### src/rtl/instr_encoder.sv
// -----------------------------------------------------------------------------
// instr_encoder
//   Program loader / self-test stimulus source for the instruction memory.
//   Symbolic instruction requests (operation select plus register, shift,
//   immediate and jump-target fields) arrive over a valid/ready handshake.
//   Each one is assembled into a 32-bit MIPS word and written to instruction
//   memory at sequentially incrementing word addresses.
//
// Optional feature macro: ENC_BRANCH_REL_EN
//   Defined   : BEQ/BNE in_imm is an absolute byte target; it is turned into a
//               PC-relative word offset, and a misaligned target sets err
//               (the word is still written).
//   Undefined : in_imm is copied verbatim into every I-type word.
//
// Parameters
//   BASE_ADDR : byte address of the first word; in_clr rewinds here
//   DEPTH     : words written before full asserts (1..65535)
//
// Ports
//   clk, rst          : clock, synchronous active-high reset
//   in_valid/in_ready : request handshake
//   in_op             : operation select (0..16 legal, 17..31 illegal)
//   in_rs/rt/rd/shamt : register and shift fields
//   in_imm, in_target : I-type immediate, J-type target
//   in_clr            : rewind write address and zero the word count (IDLE only)
//   im_we/addr/wdata  : instruction memory write port, held until im_ack
//   im_ack            : memory accepted the write
//   count, full, err  : words written, count==DEPTH, sticky error flag
// -----------------------------------------------------------------------------
module instr_encoder #(
  parameter logic [31:0] BASE_ADDR = 32'h0000_0000,
  parameter int unsigned DEPTH     = 1024
) (
  input  logic        clk,
  input  logic        rst,
  input  logic        in_valid,
  output logic        in_ready,
  input  logic [4:0]  in_op,
  input  logic [4:0]  in_rs,
  input  logic [4:0]  in_rt,
  input  logic [4:0]  in_rd,
  input  logic [4:0]  in_shamt,
  input  logic [15:0] in_imm,
  input  logic [25:0] in_target,
  input  logic        in_clr,
  output logic        im_we,
  output logic [31:0] im_addr,
  output logic [31:0] im_wdata,
  input  logic        im_ack,
  output logic [15:0] count,
  output logic        full,
  output logic        err
);

  localparam logic [15:0] DEPTH_W = 16'(DEPTH);

  typedef enum logic [0:0] {
    S_IDLE  = 1'b0,
    S_WRITE = 1'b1
  } state_e;

  state_e      state_q, state_d;
  logic [31:0] addr_q, addr_d;
  logic [31:0] wdata_q, wdata_d;
  logic [15:0] count_q, count_d;
  logic        full_q, full_d;
  logic        err_q, err_d;

  logic        accept_s;
  logic [15:0] imm_eff_s;
  logic        br_mis_s;
  logic [32:0] enc_s;

  // Returns {legal, word}. imm is already adjusted for branch mode.
  function automatic logic [32:0] encode(
    input logic [4:0]  op,
    input logic [4:0]  rs,
    input logic [4:0]  rt,
    input logic [4:0]  rd,
    input logic [4:0]  shamt,
    input logic [15:0] imm,
    input logic [25:0] target
  );
    logic        legal;
    logic        rtype;
    logic        shift;
    logic        rs_zero;
    logic [5:0]  funct;
    logic [5:0]  opc;
    logic [31:0] word;
    legal   = 1'b1;
    rtype   = 1'b0;
    shift   = 1'b0;
    rs_zero = 1'b0;
    funct   = 6'b000000;
    opc     = 6'b000000;
    case (op)
      5'd0:  begin rtype = 1'b1; funct = 6'b100001; end // ADDU
      5'd1:  begin rtype = 1'b1; funct = 6'b100000; end // ADD
      5'd2:  begin rtype = 1'b1; funct = 6'b100011; end // SUBU
      5'd3:  begin rtype = 1'b1; funct = 6'b100010; end // SUB
      5'd4:  begin rtype = 1'b1; funct = 6'b101010; end // SLT
      5'd5:  begin rtype = 1'b1; shift = 1'b1; funct = 6'b000000; end // SLL
      5'd6:  begin rtype = 1'b1; shift = 1'b1; funct = 6'b000010; end // SRL
      5'd7:  begin rtype = 1'b1; shift = 1'b1; funct = 6'b000011; end // SRA
      5'd8:  begin rtype = 1'b1; funct = 6'b100100; end // AND
      5'd9:  opc = 6'b001101;                           // ORI
      5'd10: opc = 6'b101011;                           // SW
      5'd11: opc = 6'b100011;                           // LW
      5'd12: opc = 6'b000100;                           // BEQ
      5'd13: opc = 6'b000101;                           // BNE
      5'd14: begin opc = 6'b001111; rs_zero = 1'b1; end // LUI
      5'd15: opc = 6'b001010;                           // SLTI
      5'd16: opc = 6'b000010;                           // J
      default: legal = 1'b0;
    endcase
    if (op == 5'd16) begin
      word = {opc, target};
    end else if (rtype) begin
      // Shifts take their source from rt, so rs is zeroed; others carry no shamt.
      word = {6'b000000, (shift ? 5'd0 : rs), rt, rd, (shift ? shamt : 5'd0), funct};
    end else begin
      word = {opc, (rs_zero ? 5'd0 : rs), rt, imm};
    end
    return {legal, word};
  endfunction

  // Branch immediate adjustment (relative mode) or pass-through.
`ifdef ENC_BRANCH_REL_EN
  logic [15:0] br_diff_s;
  always_comb begin
    // Offset is measured from the word after the branch itself.
    br_diff_s = in_imm - (addr_q[15:0] + 16'd4);
    if ((in_op == 5'd12) || (in_op == 5'd13)) begin
      imm_eff_s = {{2{br_diff_s[15]}}, br_diff_s[15:2]};
      br_mis_s  = (br_diff_s[1:0] != 2'b00);
    end else begin
      imm_eff_s = in_imm;
      br_mis_s  = 1'b0;
    end
  end
`else
  // Immediate passes through unchanged; no misalignment detection.
  always_comb begin
    imm_eff_s = in_imm;
    br_mis_s  = 1'b0;
  end
`endif

  // Instruction word assembly for the request currently presented.
  always_comb begin
    enc_s = encode(in_op, in_rs, in_rt, in_rd, in_shamt, imm_eff_s, in_target);
  end

  // Output decode: handshake ready and write strobe from registered state.
  always_comb begin
    in_ready = (state_q == S_IDLE) && !full_q && !in_clr;
    im_we    = (state_q == S_WRITE);
    accept_s = in_valid && in_ready;
  end

  assign im_addr  = addr_q;
  assign im_wdata = wdata_q;
  assign count    = count_q;
  assign full     = full_q;
  assign err      = err_q;

  // Next-state and datapath update.
  always_comb begin
    state_d = state_q;
    addr_d  = addr_q;
    wdata_d = wdata_q;
    count_d = count_q;
    full_d  = full_q;
    err_d   = err_q;
    case (state_q)
      S_IDLE: begin
        if (in_clr) begin
          addr_d  = BASE_ADDR;
          count_d = 16'd0;
          full_d  = 1'b0;
        end else if (accept_s) begin
          if (enc_s[32]) begin
            wdata_d = enc_s[31:0];
            state_d = S_WRITE;
            if (br_mis_s) begin
              err_d = 1'b1;
            end else begin
              err_d = err_q;
            end
          end else begin
            err_d = 1'b1;
          end
        end else begin
          state_d = S_IDLE;
        end
      end
      S_WRITE: begin
        if (im_ack) begin
          // Address wraps modulo 2^32 silently.
          addr_d  = addr_q + 32'd4;
          count_d = count_q + 16'd1;
          full_d  = ((count_q + 16'd1) == DEPTH_W);
          state_d = S_IDLE;
        end else begin
          state_d = S_WRITE;
        end
      end
      default: state_d = S_IDLE;
    endcase
  end

  // State and datapath registers with synchronous reset.
  always_ff @(posedge clk) begin
    if (rst) begin
      state_q <= S_IDLE;
      addr_q  <= BASE_ADDR;
      wdata_q <= 32'd0;
      count_q <= 16'd0;
      full_q  <= 1'b0;
      err_q   <= 1'b0;
    end else begin
      state_q <= state_d;
      addr_q  <= addr_d;
      wdata_q <= wdata_d;
      count_q <= count_d;
      full_q  <= full_d;
      err_q   <= err_d;
    end
  end

endmodule
### config.mk
export PLATFORM = sky130hd
export DESIGN_NAME = instr_encoder
export DESIGN_NICKNAME = d
export VERILOG_FILES = /design/src/rtl/instr_encoder.sv
export SDC_FILE = /design/constraint.sdc
export NUM_CORES = 1
export LEC_CHECK = 0
export CORE_ASPECT_RATIO = 1.1
export CORE_MARGIN = 4
export CORE_UTILIZATION = 40
export DETAILED_ROUTE_END_ITERATION = 12
export HOLD_SLACK_MARGIN = 0.02
export PLACE_DENSITY_LB_ADDON = 0.12
export REMOVE_ABC_BUFFERS = 1
export SETUP_SLACK_MARGIN = 0.15
export SYNTH_ARGS = -nofsm -noshare
export SYNTH_HDL_FRONTEND = slang
export SYNTH_SLANG_ARGS = --single-unit
export TNS_END_PERCENT = 30
### constraint.sdc
create_clock -name clk -period 5.3 [get_ports clk]
set_input_delay 1.06 -clock clk [delete_from_list [all_inputs] [get_ports clk]]
set_output_delay 1.06 -clock clk [all_outputs]
set_load 0.02 [all_outputs]
==> reports/results.tsv <==
metric	value	unit
outcome	finished, final reports clean	
viasPerCell	5.471	
drt-initial-drc-count	131	
fin_crit_sh	0.7067	
yosysTopAreaCell	dfxtp_1	
p_leak	1.965	nW
clkSlewWorstSetupHoldPaths	0.06	ns
cts_tree	done	
final_util	0.5854	
period_minus_slack	3.746	ns
cts_buffers	9	
cts.path.max_buffers	2	
ys_warn_count	0	
insertion_delay	0.34	ns
wl_per_cell	15.26	um
routabilityCongestion	0.8320	
nNetsFinal	730	
die_area	0.01233	mm^2
ys_ff_latch	80	
synth-main-ff-cell	dfxtp_1	
rsz0062_at_grt	no	
fp.dieW	106.2	um
htree_levels	3	
start_util	0.4086	
pre_cts_ws	1.555	ns
synth_cell_types	60	
end_kind	primary output	
cts_resized	0	
worstPathMaxFanout	5	
fin_skew	0.006286	ns
drtAntennaViolNets	0	
grt-ovfl-total	0	
cap_violations	0	
grt_pass1_vias	4176	
timing.slew.headroom	0.2598	
num_io_pins	156	
crit_type	in -> out	
startpoint_type	input port	
cp.required	4.24	ns
maxSlewViolCount	0	
syn_area	0.004247	mm^2
num_rows	39	
fillerInstances	995	
antenna_found_initial	0	
grtUsageTotal	0.1977	
tightest_slew	1.110	ns
die_y	116.1	um
layout-drive-gt1-share	0.06364	
power_density	237.1	mW/mm^2
wl	12.25	mm
place_hpwl	8.777	mm
syn_inst	534	
cts_setup_buffers	0	
syn_to_final_growth	43.28	%
cp_data_arrival_time	2.69	ns
grt_max_degree	55	
fmax	267.0	MHz
drt_pass1_iterations	4	
root_buffer	clkbuf_16	
synth.avg_cell_area	7.952	um^2
drc	0	
clock-sinks	80	
ys_seq_area_frac	0.3771	
synth_edf_count	0	
io_buffers	152	
yosysTopAreaCellShare	0.3771	
synthArstFlopShare	0	
vias	4393	
max-vdd-ir-drop	0.0001287	V
core	0.01039	mm^2
hold_viol	0	
worst_slack	1.554	ns
antenna_cells	0	
ctsHoldBuffers	0	
grt_pass1_wl	19.79	mm
fin_setup_tns	0	ns
setup_viol	0	
hold_path_class	reg -> reg	
synthTopCellsByArea	dfxtp_1 38%, nor2_1 5.3%, a21oi_1 4.8%	
==> metal layers <==
metal / track usage / share of wire / wire length (um) / vias to the layer above
met5: 0 / 0 / 0 / -
met3: 0.06741 / 0.095 / 1161 / 15
met1: 0.2298 / 0.41 / 5038 / 2028
met2: 0.3354 / 0.48 / 5862 / 158
met4: 0.08031 / 0.016 / 192 / 0
li1: - / - / - / 2192
==> per-stage QoR <==
stage | std cells | cell area, um^2 | power, mW | hold slack, ns
2_1_floorplan | 488 | 4041 | 0.7013 | 0.5241
3_3_place_gp | 787 | 5767 | 0.8068 | 0.4406
3_5_place_dp | 787 | 5767 | 0.8087 | 0.4454
4_1_cts | 803 | 6085 | 1.459 | 0.4564
5_1_grt | 803 | 6085 | 1.505 | 0.4779
6_report | 803 | 6085 | 1.443 | 0.4536
==> cells in the mapped netlist (all sizes together) (8+ instances only) <==
master and number:
buf 15, a21oi 41, nor4 16, dfxtp 80
nand3 17, nor3 21, nor2 61, a31oi 8
o21ai 26, or3 12, a311oi 16, nand2 53
nand4 14, inv 9, clkbuf 33, xnor2 19
==> placed cells by master (no fill, tap or decap), types with 14 or more instances in the layout <==
cell type	count
a311oi_1	16
a21oi_1	41
nor2_1	60
o21ai_0	26
dfxtp_1	80
nand2_1	53
nand4_1	14
xnor2_1	19
nor3_1	21
clkdlybuf4s50_1	151
nand3_1	16
==> worst max-delay path, stage by stage <==
cell and delay, ns:
clkdlybuf4s50_1 0.50, nor3_1 0.40, clkdlybuf4s50_1 0.72
==> power by group <==
group / total, mW / internal, mW / switching [mW] / leakage [nW]
Sequential: 0.620 / 0.612 / 0.00712 / 0.647
Clock: 0.647 / 0.403 / 0.244 / 0.155
Combinational: 0.176 / 0.0908 / 0.0851 / 1.16
Total: 1.44 / 1.11 / 0.336 / 1.97
==> kinds of logic (layout without fill, tap and decap cells) <==
logic type | after synthesis | in the layout | share of synthesized area
muxes | 8 | 8 | 0.01915
AOI/OAI and AO/OA | 138 | 138 | 0.2169
buffers and inverters | 57 | 181 | 0.05804
xor gates and xnor gates | 22 | 22 | 0.04538
DFF | 80 | 80 | 0.3771
and+or+nand+nor | 225 | 225 | 0.2737
other | 1 | 3 | 0.0008831
adders and majority gates | 3 | 3 | 0.008840
==> area by class of cell <==
| class | count | area (um^2) | area share |
|---|---|---|---|
| multi-input cells | 399 | 2406 | 0.3954 |
| flip-flops and latches | 80 | 1602 | 0.2632 |
| repair buffers | 156 | 1546 | 0.2542 |
| clock buffers | 12 | 266.5 | 0.04380 |
| well taps | 143 | 178.9 | 0.02941 |
| clock inverters | 4 | 51.30 | 0.008431 |
| inverters | 9 | 33.78 | 0.005552 |
==> sequential cells by signal, indices dropped and copies added, names as in the netlist <==
register / cells
im_addr: 30
full: 1
err: 1
im_we: 1
im_wdata: 31
count: 16
==> worst paths after layout <==
check	startpoint	to	slack, ns	cells past startpoint
max	in_clr	in_ready	1.55	3
min	im_wdata[8]	im_wdata[8]	0.45	2
max reg2reg	count[0]	full	2.79	6
min reg2reg	im_wdata[8]	im_wdata[8]	0.45	2
Power figures use the tool's default switching activity.
